### config.mk
export PLATFORM = sky130hd
export DESIGN_NAME = desloca_sl2_flat
export DESIGN_NICKNAME = d
export VERILOG_FILES = /design/src/rtl/desloca_sl2_pkg.sv /design/src/rtl/desloca_sl2_if.sv /design/src/rtl/desloca_sl2_sl_comb.sv /design/src/rtl/desloca_sl2.sv /design/src/flat_wrapper.sv
export SDC_FILE = /design/constraint.sdc
export NUM_CORES = 1
export LEC_CHECK = 0
export CORE_ASPECT_RATIO = 1.25
export CORE_MARGIN = 2
export CORE_UTILIZATION = 34
export CTS_BUF_LIST = sky130_fd_sc_hd__clkbuf_2
export DETAILED_ROUTE_END_ITERATION = 8
export PLACE_DENSITY = 0.78
export SYNTH_ARGS = -nofsm -noshare
export SYNTH_HDL_FRONTEND = slang
export SYNTH_SLANG_ARGS = --single-unit
### constraint.sdc
create_clock -name clk -period 0.8 [get_ports clk]
set_input_delay 0.2 -clock clk [delete_from_list [all_inputs] [get_ports clk]]
set_output_delay 0.2 -clock clk [all_outputs]
set_load 0.01 [all_outputs]
### src/rtl/desloca_sl2_pkg.sv
// Shared MIPS datapath constants used by the branch-offset shifter.
package desloca_sl2_pkg;

    localparam int unsigned DATA_W       = 32;
    localparam int unsigned BRANCH_SHIFT = 2;

endpackage

### src/rtl/desloca_sl2_if.sv
// Bus between the immediate source and the branch-offset shifter.
interface desloca_sl2_if #(
    parameter int unsigned WIDTH = 32
);
    logic             in_valid;
    logic [WIDTH-1:0] Signlmm;
    logic [WIDTH-1:0] desloca;
    logic [WIDTH-1:0] desloca_q;
    logic             out_valid;
    logic             ovf;

    modport master (
        output in_valid,
        output Signlmm,
        input  desloca,
        input  desloca_q,
        input  out_valid,
        input  ovf
    );

    modport slave (
        input  in_valid,
        input  Signlmm,
        output desloca,
        output desloca_q,
        output out_valid,
        output ovf
    );
endinterface

### src/rtl/desloca_sl2_sl_comb.sv
// Pure combinational logical left shift with signed-overflow detect.
module desloca_sl2_sl_comb #(
    parameter int unsigned WIDTH = 32,
    parameter int unsigned SHIFT = 2
) (
    input  logic [WIDTH-1:0] din,
    output logic [WIDTH-1:0] dout,
    output logic             ovf
);

    assign dout = din << SHIFT;

    // Overflow when any bit that becomes (or is lost above) the sign differs from the sign.
    always_comb begin
        ovf = 1'b0;
        for (int i = WIDTH - 1 - SHIFT; i < WIDTH - 1; i++) begin
            if (din[i] != din[WIDTH-1]) begin
                ovf = 1'b1;
            end
        end
    end

endmodule

### src/rtl/desloca_sl2.sv
// Branch-offset shifter: combinational result plus a registered copy with valid/overflow.
module desloca_sl2
    import desloca_sl2_pkg::*;
#(
    parameter int unsigned WIDTH = DATA_W,
    parameter int unsigned SHIFT = BRANCH_SHIFT
) (
    input logic          clk,
    input logic          rst_n,
    desloca_sl2_if.slave bus
);

    logic [WIDTH-1:0] shifted;
    logic             ovf_c;
    logic [WIDTH-1:0] data_q;
    logic             ovf_q;
    logic             valid_q;

    desloca_sl2_sl_comb #(
        .WIDTH (WIDTH),
        .SHIFT (SHIFT)
    ) u_sl_comb (
        .din  (bus.Signlmm),
        .dout (shifted),
        .ovf  (ovf_c)
    );

    always_ff @(posedge clk or negedge rst_n) begin
        if (!rst_n) begin
            data_q  <= '0;
            ovf_q   <= 1'b0;
            valid_q <= 1'b0;
        end else begin
            valid_q <= bus.in_valid;
            // Data and overflow hold across idle cycles.
            if (bus.in_valid) begin
                data_q <= shifted;
                ovf_q  <= ovf_c;
            end
        end
    end

    assign bus.desloca   = shifted;
    assign bus.desloca_q = data_q;
    assign bus.ovf       = ovf_q;
    assign bus.out_valid = valid_q;

endmodule

### src/flat_wrapper.sv
// flat-port wrapper written by rule: the top's interface ports become plain ports
module desloca_sl2_flat import desloca_sl2_pkg::*;
#(
    parameter int unsigned WIDTH = DATA_W,
    parameter int unsigned SHIFT = BRANCH_SHIFT
)
  (clk, rst_n, bus_in_valid, bus_Signlmm, bus_desloca, bus_desloca_q, bus_out_valid, bus_ovf);
  desloca_sl2_if #(.WIDTH(WIDTH)) bus_i ();
  input logic clk;
  input logic rst_n;
  input wire logic [$bits(bus_i.in_valid)-1:0] bus_in_valid;
  input wire logic [$bits(bus_i.Signlmm)-1:0] bus_Signlmm;
  output wire logic [$bits(bus_i.desloca)-1:0] bus_desloca;
  output wire logic [$bits(bus_i.desloca_q)-1:0] bus_desloca_q;
  output wire logic [$bits(bus_i.out_valid)-1:0] bus_out_valid;
  output wire logic [$bits(bus_i.ovf)-1:0] bus_ovf;
  assign bus_i.in_valid = bus_in_valid;
  assign bus_i.Signlmm = bus_Signlmm;
  assign bus_desloca = bus_i.desloca;
  assign bus_desloca_q = bus_i.desloca_q;
  assign bus_out_valid = bus_i.out_valid;
  assign bus_ovf = bus_i.ovf;
  desloca_sl2 #(.WIDTH(WIDTH), .SHIFT(SHIFT)) u_core (.clk(clk), .rst_n(rst_n), .bus(bus_i));
endmodule
==> results.sh, run 1 <==
export IMPL_dp_cells=245
export IMPL_numCtsBuffers=5
export IMPL_min_period_ps=1130
export IMPL_initial_utilization=0.360
export IMPL_wire_per_inst_um=15.1
export IMPL_critPathTopFamily="flip-flops"
export IMPL_fin_area_um2=2410
export IMPL_antenna_diode_count=0
export IMPL_start_kind="flop"
export IMPL_r2r_setup_slack_ps=-130
export IMPL_grt_remaining_overflow=0
export IMPL_antenna_found_initial=0
export IMPL_ir_drop_v=0.000673
export IMPL_clk_path_buf_depth=2
export IMPL_clock_sinks=32
export IMPL_r2r_start="u_core.bus.desloca_q[18]$_DFFE_PN0P_"
export IMPL_hpwlAfterDp_um=2970
export IMPL_via_count=1151
export IMPL_fp_dieH_um=80.8
export IMPL_finalHoldViolCount=0
export IMPL_yosys_cell_types_count=11
export IMPL_htreeDepth=2
export IMPL_placementRows=27
export IMPL_slowest_delay_ps=440
export IMPL_p_leak_nw=1.27
export IMPL_vias_per_cell=4.36
export IMPL_route_detailed_drc=0
export IMPL_multi_input_area_um2=498
export IMPL_max_freq_ghz=0.886
export IMPL_area_growth_pct=49.9
export IMPL_synthCells=105
export IMPL_fin_setup_tns_ps=-11500
export IMPL_p_comb_frac=0.317
export IMPL_arrival_ps=930
export IMPL_dr_max_layer_used="met4"
export IMPL_fin_util=0.540
export IMPL_drv_slew=0
export IMPL_post_place_ws_ps=-681
export IMPL_cts_tree="yes"
export IMPL_clockPowerShare=0.184
export IMPL_violations="setup timing"
export IMPL_final_cell_mix="54 x buf_2, 32 x dfrtp_1, 29 x mux2_4"
export IMPL_grt_pass1_wl_um=6270
export IMPL_port_buffers=96
export IMPL_rr_endpoint="u_core.bus.desloca_q[18]$_DFFE_PN0P_"
export IMPL_seq_area_um2=801
export IMPL_wl_met2_um=2200
export IMPL_clk_latency_ps=360
export IMPL_power_density_nw_per_um2=1560
export IMPL_internal_power_mw=2.70
export IMPL_dieArea_um2=5290
export IMPL_path_cells="buf_6"
export IMPL_drt_iter0_drc=33
export IMPL_clk_pin_slew_ps=160
export IMPL_syn_cell_area_um2=1610
export IMPL_totalPowerFinal_mw=3.76
export IMPL_hold_buffers=0
export IMPL_synth_warnings=0
export IMPL_crit_required_ps=600
export IMPL_first_pass_iters=2
export IMPL_nets=241
export IMPL_crit_start="u_core.bus.desloca_q[18]$_DFFE_PN0P_"
export IMPL_path_class="reg -> out"
export IMPL_met3_length_um=302
export IMPL_grt_max_degree=33
export IMPL_coreArea_um2=4460
export IMPL_r2r_cells=2
export IMPL_rsz0062_at_grt="yes"
export IMPL_fill_cells=431
export IMPL_grt_util_all_layers=0.160
export IMPL_cap_violations=0
export IMPL_p_seq_frac=0.499
export IMPL_hold_path_class="in -> async"
export IMPL_gp_congestion=0.701
export IMPL_ys_seq_elements=32
export IMPL_slowest_stage="dfrtp_1"
export IMPL_crit_buf_inv=1
export IMPL_hold_slack_ps=177
export IMPL_io_pins=101
export IMPL_drive_above_1_share=0.650
export IMPL_p_sw_frac=0.283
export IMPL_crit_fanout=2
export IMPL_drtAntennaViolNets=0
export IMPL_layout_commonest_cell="buf_2"
export IMPL_placed_cell_area_um2=2510
export IMPL_endpoint_kind="primary output"
export IMPL_wl_um=3980
export IMPL_fp_dieW_um=65.5
export IMPL_post_synth_cell_area_avg_um2=15.3
export IMPL_synth_seq_area_share=0.499
export IMPL_switchingPower_mw=1.06
export IMPL_fin_cells=264
export IMPL_fin_ws_ps=-329
export IMPL_outcome="finished, violations left"
export IMPL_wl_met1_um=1350
export IMPL_grt_pass1_vias=1221
export IMPL_setup_viol_count_final=53
export IMPL_fin_skew_ps=0
export IMPL_fin_crit_sh=1.41
export IMPL_clockRootBuffer="clkbuf_2"
==> state kept, by name, summed over array words and instances, names as in the netlist <==
signal	flops
u_core.bus.desloca_q	30
u_core.bus.out_valid	1
u_core.bus.ovf	1
==> metal layers <==
metal | up-vias | track usage
met5 | - | 0
met4 | 0 | 0.0708
met3 | 10 | 0.0457
met2 | 62 | 0.308
met1 | 569 | 0.156
li1 | 510 | -
==> how the worst max path moves through the flow <==
stage	to	slack, ps	cells past startpoint
6_report	bus_desloca_q[18]	-330	1
5_1_grt	bus_desloca_q[5]	-410	1
4_1_cts	bus_desloca_q[19]	-350	1
3_5_place_dp	bus_desloca[2]	-680	2
3_3_place_gp	bus_desloca[2]	-670	2
2_1_floorplan	u_core.bus.desloca_q[10]$_DFFE_PN0P_	-60	3
==> power groups by stage <==
| stage | clock (mW) | sequential [mW] | combinational, mW |
|---|---|---|---|
| after global placement | 0 | 1.89 | 1.27 |
| after global routing | 0.814 | 1.89 | 1.27 |
| after floorplan | 0 | 1.97 | 0.506 |
| after detailed placement | 0 | 1.89 | 1.30 |
| final | 0.693 | 1.88 | 1.19 |
| after CTS | 0.733 | 1.86 | 1.12 |
==> synthesized netlist by cell type <==
master	number	share of area
mux2_4	29	0.27
buf_12	3	0.037
dfrtp_1	32	0.50
mux2_2	1	0.0070
nor3_1	1	0.0031
conb_1	1	0.0023
buf_4	34	0.16
nor4b_1	1	0.0055
buf_6	1	0.0070
nor2_1	1	0.0023
and4_2	1	0.0062
==> layout make-up <==
type / count / share of cell area
flip-flops and latches: 32 / 0.333
multi-input cells: 38 / 0.207
clock buffers: 5 / 0.0104
well taps: 58 / 0.0302
repair buffers: 129 / 0.417
clock inverters: 2 / 0.00312
==> cell families (layout without fill, tap and decap cells) <==
logic type,after synthesis,count (layout),share of synthesized area
simple gates,4,4,0.0171
other cells,1,4,0.00234
mux,30,30,0.278
buf+inv,38,136,0.203
flops,32,32,0.499
==> timing repair <==
item,in CTS,in global routing
cloned,0,0
gates resized for setup,290,23
setup buffers,12,9
setup endpoints to repair,72,58
Power figures use the tool's default switching activity.
==> run 2: changes to the inputs <==
CORE_MARGIN = 1.5   (was 2)
RECOVER_POWER = 100   (was default)
==> run 2 against run 1 <==
Against the previous run: the run still ends with setup timing left; wire length down 0.96%; combinational power down 4%; largest power group unchanged; sequential power about the same; critical path type unchanged; sequential share of layout area grew 0.85 points; final area decreased by 2.5%; clock power increased by 7.1%; via count fell by 3.0%; critical path depth unchanged; clock-buffer cell count stayed put; core utilization fell by 1.3 points.
==> results.sh, run 2 (synthesized netlist as in run 1, its figures left out) <==
export IMPL_outcome="finished, violations left"
export IMPL_grt_pass1_vias=1178
export IMPL_port_buffers=96
export IMPL_clk_path_buf_depth=2
export IMPL_crit_required_ps=600
export IMPL_antenna_diode_count=0
export IMPL_p_sw_frac=0.288
export IMPL_finalHoldViolCount=0
export IMPL_path_class="reg -> out"
export IMPL_p_seq_frac=0.499
export IMPL_crit_fanout=2
export IMPL_first_pass_iters=3
export IMPL_grt_pass1_wl_um=5870
export IMPL_io_pins=101
export IMPL_clk_latency_ps=350
export IMPL_path_cells="buf_2"
export IMPL_switchingPower_mw=1.08
export IMPL_coreArea_um2=4460
export IMPL_placementRows=27
export IMPL_fin_ws_ps=-334
export IMPL_p_leak_nw=1.25
export IMPL_slowest_stage="dfrtp_1"
export IMPL_totalPowerFinal_mw=3.75
export IMPL_arrival_ps=930
export IMPL_start_kind="flop"
export IMPL_placed_cell_area_um2=2470
export IMPL_grt_max_degree=33
export IMPL_rsz0062_at_grt="yes"
export IMPL_fp_dieW_um=64.5
export IMPL_vias_per_cell=4.22
export IMPL_dieArea_um2=5150
export IMPL_clockPowerShare=0.198
export IMPL_endpoint_kind="primary output"
export IMPL_violations="setup timing"
export IMPL_drive_above_1_share=0.618
export IMPL_wire_per_inst_um=14.9
export IMPL_p_comb_frac=0.304
export IMPL_wl_um=3940
export IMPL_nets=241
export IMPL_route_detailed_drc=0
export IMPL_largest_reg_flops=30
export IMPL_area_growth_pct=46.1
export IMPL_clock_sinks=32
export IMPL_setup_viol_count_final=54
export IMPL_critPathTopFamily="flip-flops"
export IMPL_layout_commonest_cell="buf_2"
export IMPL_clk_pin_slew_ps=160
export IMPL_ir_drop_v=0.000840
export IMPL_fin_skew_ps=0
export IMPL_htreeDepth=2
export IMPL_via_count=1117
export IMPL_cap_violations=0
export IMPL_fp_dieH_um=79.8
export IMPL_min_period_ps=1130
export IMPL_numCtsBuffers=5
export IMPL_antenna_found_initial=0
export IMPL_fill_cells=443
export IMPL_slowest_delay_ps=440
export IMPL_internal_power_mw=2.67
export IMPL_power_density_nw_per_um2=1600
export IMPL_hpwlAfterDp_um=2910
export IMPL_seq_area_um2=801
export IMPL_fin_crit_sh=1.42
export IMPL_drtAntennaViolNets=0
export IMPL_cts_tree="yes"
export IMPL_drv_slew=0
export IMPL_hold_path_class="in -> reg"
export IMPL_multi_input_area_um2=489
export IMPL_crit_buf_inv=1
export IMPL_clockRootBuffer="clkbuf_2"
export IMPL_gp_congestion=0.756
export IMPL_grt_util_all_layers=0.155
export IMPL_max_freq_ghz=0.882
export IMPL_initial_utilization=0.360
export IMPL_final_cell_mix="38 x buf_2, 32 x dfrtp_1, 29 x mux2_4"
export IMPL_fin_area_um2=2350
export IMPL_drt_iter0_drc=23
export IMPL_fin_util=0.526
export IMPL_grt_remaining_overflow=0
-- run 2: cell types whose count changed in the layout (fill, tap and decap cells not counted), sizes merged --
cell and change:
clkinv +1, clkbuf +20, dlygate4sd2 +5, clkdlybuf4s15 -5, clkdlybuf4s50 -1, buf -20, dlygate4sd3 +1
-- run 2: through the flow --
stage                     hold WS [ps]  worst slack, ps  TNS, ps  std cells
final                              189             -334   -11880        265
after global routing               141             -437   -15270        265
after CTS                          158             -368   -11860        253
after detailed placement           494             -662   -35530        239
after global placement             490             -643   -34430        239
after floorplan                  -95.6            -60.1    -1730        108
-- run 2: path summary, 6_finish.rpt --
kind / from / endpoint / slack (ps) / cells past startpoint
max: u_core.bus.desloca_q[8]$_DFFE_PN0P_ / bus_desloca_q[8] / -330 / 1
min: bus_Signlmm[27] / u_core.bus.desloca_q[29]$_DFFE_PN0P_ / 190 / 2
max reg2reg: u_core.bus.desloca_q[8]$_DFFE_PN0P_ / u_core.bus.desloca_q[8]$_DFFE_PN0P_ / -210 / 3
min reg2reg: u_core.bus.desloca_q[28]$_DFFE_PN0P_ / u_core.bus.desloca_q[28]$_DFFE_PN0P_ / 520 / 1
max in group asynchronous: rst_n / u_core.bus.desloca_q[29]$_DFFE_PN0P_ / 150 / 2
min in group asynchronous: rst_n / u_core.bus.desloca_q[23]$_DFFE_PN0P_ / 340 / 2
-- run 2: area by class of cell --
cell class | instances | share of cell area
Multi-Input combinational cell | 38 | 0.209
Sequential cell | 32 | 0.341
Clock inverter | 3 | 0.00587
Tap cell | 58 | 0.0309
Clock buffer | 5 | 0.0107
Timing Repair Buffer | 129 | 0.403
-- run 2: repair_timing --
item | CTS | global route
hold buffers | 0 | 0
gates resized for setup | 286 | 16
endpoints found under the setup margin | 67 | 54
setup buffers | 9 | 14
-- run 2: power by group through the flow --
stage          clock, mW  combinational, mW  sequential (mW)
6_report           0.742               1.14             1.87
5_1_grt            0.899               1.22             1.89
4_1_cts            0.798               1.05             1.87
3_5_place_dp           0               1.26             1.90
3_3_place_gp           0               1.23             1.89
2_1_floorplan          0              0.506             1.97
-- run 2: metal layers --
| layer | part of all wire | up-vias | global-route usage |
|---|---|---|---|
| met5 | 0 | - | 0 |
| met4 | 0.024 | 0 | 0.0660 |
| met3 | 0.057 | 8 | 0.0451 |
| met2 | 0.58 | 55 | 0.294 |
| met1 | 0.34 | 538 | 0.156 |
| li1 | - | 516 | - |
